===== src/rtl/ysyx_23060042_idu_stage.sv =====
// RV32I instruction-decode stage: decodes IFU instructions into micro-ops and
// buffers them in a small FIFO with an optional same-cycle bypass to the EXU.
module ysyx_23060042_idu_stage #(
    parameter int DEPTH  = 4,
    parameter bit BYPASS = 1'b1,
    parameter int PC_W   = 32
) (
    input  logic                     clk,
    input  logic                     rst,
    input  logic                     flush,
    input  logic                     in_valid,
    output logic                     in_ready,
    input  logic [31:0]              in_inst,
    input  logic [PC_W-1:0]          in_pc,
    output logic                     out_valid,
    input  logic                     out_ready,
    output logic [PC_W-1:0]          out_pc,
    output logic [6:0]               out_opcode,
    output logic [2:0]               out_func3,
    output logic [4:0]               out_rs1,
    output logic [4:0]               out_rs2,
    output logic [4:0]               out_rd,
    output logic [31:0]              out_imm,
    output logic [2:0]               out_imm_type,
    output logic                     out_regen,
    output logic                     out_illegal,
    output logic                     out_ebreak,
    output logic [$clog2(DEPTH):0]   occupancy
);

    localparam int PTR_W = $clog2(DEPTH);
    localparam int CNT_W = PTR_W + 1;
    localparam logic [CNT_W-1:0] FULL_CNT = CNT_W'(DEPTH);
    localparam logic [CNT_W-1:0] ZERO_CNT = CNT_W'(0);

    localparam logic [6:0] OP_LUI    = 7'b0110111;
    localparam logic [6:0] OP_AUIPC  = 7'b0010111;
    localparam logic [6:0] OP_JAL    = 7'b1101111;
    localparam logic [6:0] OP_JALR   = 7'b1100111;
    localparam logic [6:0] OP_LOAD   = 7'b0000011;
    localparam logic [6:0] OP_IMM    = 7'b0010011;
    localparam logic [6:0] OP_STORE  = 7'b0100011;
    localparam logic [6:0] OP_BRANCH = 7'b1100011;
    localparam logic [6:0] OP_OP     = 7'b0110011;
    localparam logic [6:0] OP_FENCE  = 7'b0001111;
    localparam logic [6:0] OP_SYSTEM = 7'b1110011;

    localparam logic [31:0] INST_EBREAK = 32'h0010_0073;
    localparam logic [31:0] INST_ECALL  = 32'h0000_0073;

    localparam logic [2:0] IMM_R = 3'b000;
    localparam logic [2:0] IMM_I = 3'b001;
    localparam logic [2:0] IMM_S = 3'b010;
    localparam logic [2:0] IMM_B = 3'b011;
    localparam logic [2:0] IMM_U = 3'b110;
    localparam logic [2:0] IMM_J = 3'b111;

    typedef struct packed {
        logic [PC_W-1:0] pc;
        logic [6:0]      opcode;
        logic [2:0]      func3;
        logic [4:0]      rs1;
        logic [4:0]      rs2;
        logic [4:0]      rd;
        logic [31:0]     imm;
        logic [2:0]      imm_type;
        logic            regen;
        logic            illegal;
        logic            ebreak;
    } uop_t;

    function automatic uop_t decode(input logic [31:0] inst, input logic [PC_W-1:0] pc);
        uop_t u;
        logic known;
        u.pc       = pc;
        u.opcode   = inst[6:0];
        u.func3    = inst[14:12];
        u.rs1      = inst[19:15];
        u.rs2      = inst[24:20];
        u.rd       = inst[11:7];
        u.imm      = 32'h0000_0000;
        u.imm_type = IMM_R;
        u.regen    = 1'b0;
        known      = 1'b1;
        case (inst[6:0])
            OP_LUI, OP_AUIPC: begin
                u.imm      = {inst[31:12], 12'h000};
                u.imm_type = IMM_U;
                u.regen    = 1'b1;
            end
            OP_JAL: begin
                u.imm      = {{11{inst[31]}}, inst[31], inst[19:12], inst[20], inst[30:21], 1'b0};
                u.imm_type = IMM_J;
                u.regen    = 1'b1;
            end
            OP_JALR, OP_LOAD, OP_IMM: begin
                u.imm      = {{20{inst[31]}}, inst[31:20]};
                u.imm_type = IMM_I;
                u.regen    = 1'b1;
            end
            OP_STORE: begin
                u.imm      = {{20{inst[31]}}, inst[31:25], inst[11:7]};
                u.imm_type = IMM_S;
            end
            OP_BRANCH: begin
                u.imm      = {{19{inst[31]}}, inst[31], inst[7], inst[30:25], inst[11:8], 1'b0};
                u.imm_type = IMM_B;
            end
            OP_OP: begin
                u.regen = 1'b1;
            end
            OP_FENCE, OP_SYSTEM: begin
                u.regen = 1'b0;
            end
            default: begin
                known = 1'b0;
            end
        endcase
        u.ebreak  = (inst == INST_EBREAK);
        u.illegal = (inst[1:0] != 2'b11) || !known ||
                    ((inst[6:0] == OP_SYSTEM) && (inst != INST_EBREAK) && (inst != INST_ECALL));
        // Writes to x0 and illegal encodings never update the register file.
        u.regen   = u.regen && (inst[11:7] != 5'd0) && !u.illegal;
        return u;
    endfunction

    logic [CNT_W-1:0] count_r;
    logic [PTR_W-1:0] wr_ptr_r;
    logic [PTR_W-1:0] rd_ptr_r;
    uop_t             mem_r [DEPTH];
    uop_t             dec_s;
    uop_t             sel_s;
    logic             push_s;
    logic             pop_s;
    logic             bypass_s;
    logic             out_valid_s;
    logic             in_ready_s;

    assign dec_s = decode(in_inst, in_pc);

    // Handshake control: readiness, output validity, push/pop qualification.
    always_comb begin
        in_ready_s  = !rst && !flush && (count_r != FULL_CNT);
        bypass_s    = 1'b0;
        out_valid_s = 1'b0;
        if (count_r != ZERO_CNT) begin
            out_valid_s = !rst && !flush;
        end else if (BYPASS) begin
            bypass_s    = 1'b1;
            out_valid_s = in_valid && !flush && !rst;
        end else begin
            out_valid_s = 1'b0;
        end
        pop_s  = out_valid_s && out_ready && (count_r != ZERO_CNT);
        // A bypassed instruction consumed downstream in the same cycle is never stored.
        push_s = in_valid && in_ready_s && !(bypass_s && out_ready);
    end

    // Pointer and occupancy bookkeeping; flush empties the buffer on the next edge.
    always_ff @(posedge clk or posedge rst) begin
        if (rst) begin
            count_r  <= ZERO_CNT;
            wr_ptr_r <= PTR_W'(0);
            rd_ptr_r <= PTR_W'(0);
        end else if (flush) begin
            count_r  <= ZERO_CNT;
            wr_ptr_r <= PTR_W'(0);
            rd_ptr_r <= PTR_W'(0);
        end else begin
            if (push_s) begin
                wr_ptr_r <= wr_ptr_r + PTR_W'(1);
            end
            if (pop_s) begin
                rd_ptr_r <= rd_ptr_r + PTR_W'(1);
            end
            case ({push_s, pop_s})
                2'b10:   count_r <= count_r + CNT_W'(1);
                2'b01:   count_r <= count_r - CNT_W'(1);
                default: count_r <= count_r;
            endcase
        end
    end

    // Micro-op storage; contents are only observed through a valid count.
    always_ff @(posedge clk) begin
        if (push_s) begin
            mem_r[wr_ptr_r] <= dec_s;
        end
    end

    // Output selection: live decode while bypassing, else FIFO head; zero when idle.
    always_comb begin
        sel_s = '0;
        if (!out_valid_s) begin
            sel_s = '0;
        end else if (bypass_s) begin
            sel_s = dec_s;
        end else begin
            sel_s = mem_r[rd_ptr_r];
        end
    end

    assign in_ready     = in_ready_s;
    assign out_valid    = out_valid_s;
    assign out_pc       = sel_s.pc;
    assign out_opcode   = sel_s.opcode;
    assign out_func3    = sel_s.func3;
    assign out_rs1      = sel_s.rs1;
    assign out_rs2      = sel_s.rs2;
    assign out_rd       = sel_s.rd;
    assign out_imm      = sel_s.imm;
    assign out_imm_type = sel_s.imm_type;
    assign out_regen    = sel_s.regen;
    assign out_illegal  = sel_s.illegal;
    assign out_ebreak   = sel_s.ebreak;
    assign occupancy    = count_r;

endmodule


===== config.mk =====
export PLATFORM = sky130hd
export DESIGN_NAME = ysyx_23060042_idu_stage
export DESIGN_NICKNAME = d
export VERILOG_FILES = /design/src/rtl/ysyx_23060042_idu_stage.sv
export SDC_FILE = /design/constraint.sdc
export NUM_CORES = 1
export LEC_CHECK = 0
export ABC_AREA = 1
export CORE_MARGIN = 8
export CORE_UTILIZATION = 52
export DETAILED_ROUTE_END_ITERATION = 10
export GPL_TIMING_DRIVEN = 0
export MAX_ROUTING_LAYER = met4
export PLACE_DENSITY_LB_ADDON = 0.2
export SLEW_MARGIN = 25
export SYNTH_ARGS = -nofsm -noshare
export SYNTH_HDL_FRONTEND = slang
export SYNTH_SLANG_ARGS = --single-unit

===== constraint.sdc =====
create_clock -name clk -period 5.7 [get_ports clk]
set_input_delay 1.14 -clock clk [delete_from_list [all_inputs] [get_ports clk]]
set_output_delay 1.14 -clock clk [all_outputs]
set_load 0.05 [all_outputs]

**Yosys cells after proc, flatten, opt, wreduce, memory -nomap -nowiden**

Memory sizes are Yosys's and may differ from the RTL's.
Cells that the tools add are included.
Widths: inputs -> output; s select.

- Flip-flop bits (word level): 7
- Memory bits (writable): 380
- Input port bits: 69
- Output and inout port bits: 100
- Logic and storage cells: 70
- Memories: 1

- Add/subtract/negate cells: 4
- Eq/ne operators: 18
- Mux-type cells: 15
- Reductions and logical operators: 29

Memories:

| name | depth | width | read ports | clocked after Yosys merged registers in | write ports | line | RTL |
|---|---|---|---|---|---|---|---|
| mem_r | 4 | 95 | 1 | 0 | 1 | 130 | `uop_t mem_r [DEPTH];` |

Operators with widths:

| operator | count |
|---|---|
| $mux 95 | 2 |
| $pmux 35 s5 | 1 |
| $eq 32x21->1 const B | 1 |
| $ne 32x21->1 const B | 1 |
| $ne 32x7->1 const B | 1 |
| $eq 7x7->1 const B | 4 |
| $eq 7x6->1 const B | 3 |
| $eq 7x5->1 const B | 2 |
| $logic_and 1x1->1 | 13 |
| $reduce_or 11->1 | 1 |
| $mux 2 | 4 |
| $eq 7x2->1 const B | 1 |
| $eq 7x4->1 const B | 1 |
| $reduce_or 7->1 | 1 |
| $mux 1 | 6 |
| $pmux 3 s2 | 1 |
| $reduce_bool 3->1 | 2 |
| $logic_not 1->1 | 5 |
| $reduce_bool 5->1 | 1 |
| $add 2x1->2 const B | 2 |
| $reduce_bool 2->1 | 2 |
| $add 3x1->3 const B | 1 |
| $mux 3 | 1 |
| $ne 3x3->1 const B | 1 |
| 7 further kinds | 8 |

**Longest topological paths before layout**

Gate-level depths: netlist (run 1).

- Depth after elaboration: 10
- Depth in mapped cells: 13
- Depth with buffers taken out: 13

**Worst setup path before layout (run 1)**

No wires, ideal clock.

- Path type: input to register
- From: input port flush
- To: memory mem_r[0][0] (netlist bit), enable pin
- Setup time: 550 ps
- Arrival: 6,122 ps
- Data required time: 5,150 ps
- Slack: -972 ps
- Stages: 5
- Buffers on the path: 0
- Cells stage by stage: nor2_1 inv_2 a21oi_2 nand2_1 nor2_1

- Word-level cells in the longest chain between the ends: 7

Ends and longest elaborated chain:

| item | line | RTL |
|---|---|---|
| start, declared | 10 | `input logic flush,` |
| $logic_not 1->1 | 143 | `in_ready_s = !rst && !flush && (count_r != FULL_CNT);` |
| $logic_and 1x1->1 (2 in a row) | 143 |  |
| named net in_ready | 12 | `output logic in_ready,` |
| $logic_and 1x1->1 (2 in a row) | 156 | `push_s = in_valid && in_ready_s && !(bypass_s && out_ready);` |
| $mux 1 | 186 | `if (push_s) begin` |
| $mux 1 (implied by the code) | 187 | `mem_r[wr_ptr_r] <= dec_s;` |
| end, declared | 130 |  |

The timed path passes the listed nets, and every way through them passes these cells.

**Worst setup path after layout (run 1)**

- From: input port in_inst[5]
- To: output port out_imm_type[1]

- Word-level cells in the longest chain between the ends: 5
- Elaborated cells on any way between the ends: 13
- Those cells by class: 8 x eq/ne; 3 x mux; 2 x reduce/logical

Ends and longest elaborated chain:

| item | line | RTL |
|---|---|---|
| start, declared | 13 | `input logic [31:0] in_inst,` |
| $eq 7x7->1, or another cell as far along | 85 | `case (inst[6:0])` |
| $reduce_or 3->1 / $reduce_or 2->1 (equally long branches) | 85 |  |
| $pmux 35 s5 (*) | 85 |  |
| $mux 95 (*) | 196 | `end else if (bypass_s) begin` |
| $mux 95 (*) | 194 | `if (!out_valid_s) begin` |
| end, declared | 24 | `output logic [2:0] out_imm_type,` |

Every way passes the cells marked *; elsewhere a longest branch is shown, timed or not.

==> results of run 1 <==
==> final cells by class <==
cell class | instances | area, um^2
sequential | 387 | 11600
timing repair buffer | 188 | 2170
buffer | 97 | 433
multi-input combinational | 972 | 4480
clock buffer | 50 | 1100
tap | 408 | 510
inverter | 87 | 327
clock inverter | 23 | 180
fill | 2491 | 11400
==> metal layers <==
layer	share of wire, %	vias to the layer above	routed length, um
met1	41	6216	19500
li1	-	5887	-
met5	0	-	0
met4	2.9	0	1370
met3	8.2	93	3920
met2	48	608	22900
==> sequential cells by signal, indices dropped and copies added, names as in the netlist <==
name	count
wr_ptr_r	2
rd_ptr_r	2
occupancy	3
mem_r	380
==> cells by family after synthesis <==
| kind of cell | count (synthesis) | synth area share, % |
|---|---|---|
| xor gates and xnor gates | 1 | 0.0522 |
| and+or+nand+nor | 598 | 14.0 |
| adders and majority gates | 5 | 0.417 |
| DFF | 387 | 69.0 |
| AOI/OAI and AO/OA | 368 | 12.0 |
| buffers and inverters | 184 | 4.52 |
==> power groups by stage <==
stage          registers [mW]  clock network, mW  logic [mW]
3_3_place_gp             3.27                  0        2.02
4_1_cts                  3.20               2.57        2.07
5_1_grt                  3.20               2.69        2.21
3_5_place_dp             3.26                  0        2.06
2_1_floorplan            3.28                  0        1.22
6_report                 3.20               2.55        2.07
==> critical path, cell delays in order <==
cell and delay, ns:
clkdlybuf4s50_1 0.75, nand2_2 0.18, nor2_4 0.14, nand2_2 0.12, nand2_1 0.11, buf_4 0.21
inv_2 0.07, nand2_1 0.07, nor2_1 0.04, nor3_1 0.35, clkdlybuf4s50_1 0.89
==> stage by stage <==
step	util [%]	instance area [um^2]	TNS, ns	instances
2_1_floorplan	-	16800	-369.43	1543
3_3_place_gp	59.0	19000	-1588.74	2119
3_5_place_dp	60.6	19500	0	2139
4_1_cts	64.6	20800	0	2212
5_1_grt	64.6	20800	0	2212
6_report	64.6	20800	0	2212
==> synthesized netlist by cell type (all sizes together) <==
cell type  number
nor3            8
a31oi          82
o211ai          1
o22ai           2
o221ai         10
nand2         151
clkbuf         47
ha              4
a21oi          14
nor4            1
o21ai         258
dfrtp           7
xnor2           1
or2             1
o21bai          1
buf            50
clkinv          1
nand4           1
and2            1
edfxtp        380
nand3          42
nor2          393
fa              1
inv            86
==> worst paths after layout <==
path / startpoint / end / slack [ns] / cells after the start
max: in_inst[5] / out_imm_type[1] / 0.47 / 11
max in group asynchronous: rst / wr_ptr_r[0] / 4.61 / 2
min in group asynchronous: rst / rd_ptr_r[1] / 0.88 / 2
min: occupancy[0] / occupancy[0] / 0.60 / 1
min reg2reg: occupancy[0] / occupancy[0] / 0.60 / 1
max reg2reg: occupancy[2] / mem_r[3][60] / 2.93 / 10
==> metrics.md, run 1 <==
| Metric | Value |
|---|---|
| Status | finished, final reports clean |
| Total design power | approximately 8 mW |
| RSZ-0062 raised after global routing | false |
| Most common cell after layout, fill and taps aside | nor2_1 |
| CP max FO | 13 |
| Maxcap violations | 0 |
| Vias | 12800 |
| Total gr overflow | 0 |
| Syn Nets | 1617 |
| Hold_ws | 0.601 ns |
| Worst vdd ir | about 0.23 mV |
| CTS Buf Count | slightly above 40 |
| Pint | 5.24 mW |
| Endpoints failing setup | 0 |
| Final Skew | between 0.015 and 0.02 ns |
| Port bufs | 168 |
| Clk pwr share | 32.6% |
| Initial Util | 52.2% |
| Worst path required time | roughly 4.6 ns |
| Drt wl/cell | roughly 22 um |
| Sequential share of the synthesized area | just under 70% |
| Ratio of cells with drive above 1 in the final layout | under 10% |
| Hold Vio Cnt, Final | 0 |
| Worst setup margin | approximately 0.47 ns |
| Detailed Routing Iterations Pass 1 | 8 |
| Pleak | 7.59 nW |
| Yosys top cell by area | edfxtp_1 |
| Comb pwr share | a little over a quarter |
| Power Dens Cells | ~380 mW/mm^2 |
| Vias in the first global route | 12500 |
| Total track usage | roughly a quarter |
| Critical path capture point type | primary output |
| Post-CTS Setup Bufs | 0 |
| Clk slew on worst S/H paths | around 0.06 ns |
| Die H | between 150 and 200 um |
| Main area contributors after synthesis | edfxtp_1, nor2_1, o21ai_0, nand2_1, a31oi_1 |
| Mapped Cells | about 1500 |
| Grt met3 use | between 3 and 4% |
| Resized Gates After CTS | 0 |
| Synthesized flop and latch total | a little under 400 |
| Most frequent cells in the layout | nor2_1, edfxtp_1, o21ai_0 |
| GRT Max-Usage Layer | met2 |
| Antenna cells | 0 |
| Critical Path AT | between 4 and 5 ns |
| Clock root cell | clkbuf_16 |
| CP startpoint kind | input pin |
| Post-DP HPWL | roughly 32000 um |
| # DRC | 0 |
| WS Path Type | in -> out |
| Vias per cell | 5.79 |
| First-pass GRT wire length | between 70000 and 80000 um |
| Worst-Margin Slew | between 0.8 and 0.9 ns |
| Area delta synth->final | 23.8% |
| Drt total wl | ~48000 um |
| Fin crit period | ~5.2 ns |
| Worst-case clock buffer depth | 3 |
| YS warnings | 0 |
| Largest net degree at the start of global routing | 22 |
| Initial antenna violation count | 0 |
| Period utilization | 91.8% |
| Worst slack at placement | about 0.45 ns |
| Row Count | 66 |
| Post-synth top area share | roughly two thirds |
| Slew Viols, Final | 0 |
| Die area | roughly 0.038 mm^2 |
| I/O pin total | approximately 170 |
| Distinct cells, synth | 38 |
| Rel. slew slack | a little over two fifths |
| GR Layer Usage met2 | around two fifths |
| CTS H-tree lvls | 2 |
| RePlAce Congestion | approximately 0.95 |
| CTS sink cnt | ~390 |
| Starting DRC count in detailed routing | around 1200 |
| Share of power burned in registers | 40.9% |
| Clock latency on the worst-skew pair | between 0.5 and 0.6 ns |
| Met1 Track Usage GR | between 30% and 40% |
| Netlist Area Pre-Place | around 0.017 mm^2 |
| Switching portion of total power | 32.9% |
| Antenna-violating nets left | 0 |
| P_sw | 2.58 mW |
| Die width | approximately 200 um |
| Highest Clock Rate | ~0.19 GHz |
| Hold Path Class | reg -> reg |
| Syn_area_per_cell | 10.9 um^2 |
| Core area | roughly 0.032 mm^2 |
| Final Net Count | between 1500 and 2000 |
| CTS tree | done |
| Hold buffer count at CTS | 0 |
Power figures use the tool's default switching activity.
==> run 2: changes to the inputs <==
- SKIP_CTS_REPAIR_TIMING: not set -> 1
==> results of run 2 <==
No change in the layout: final DEF, timing and power equal those of run 1.
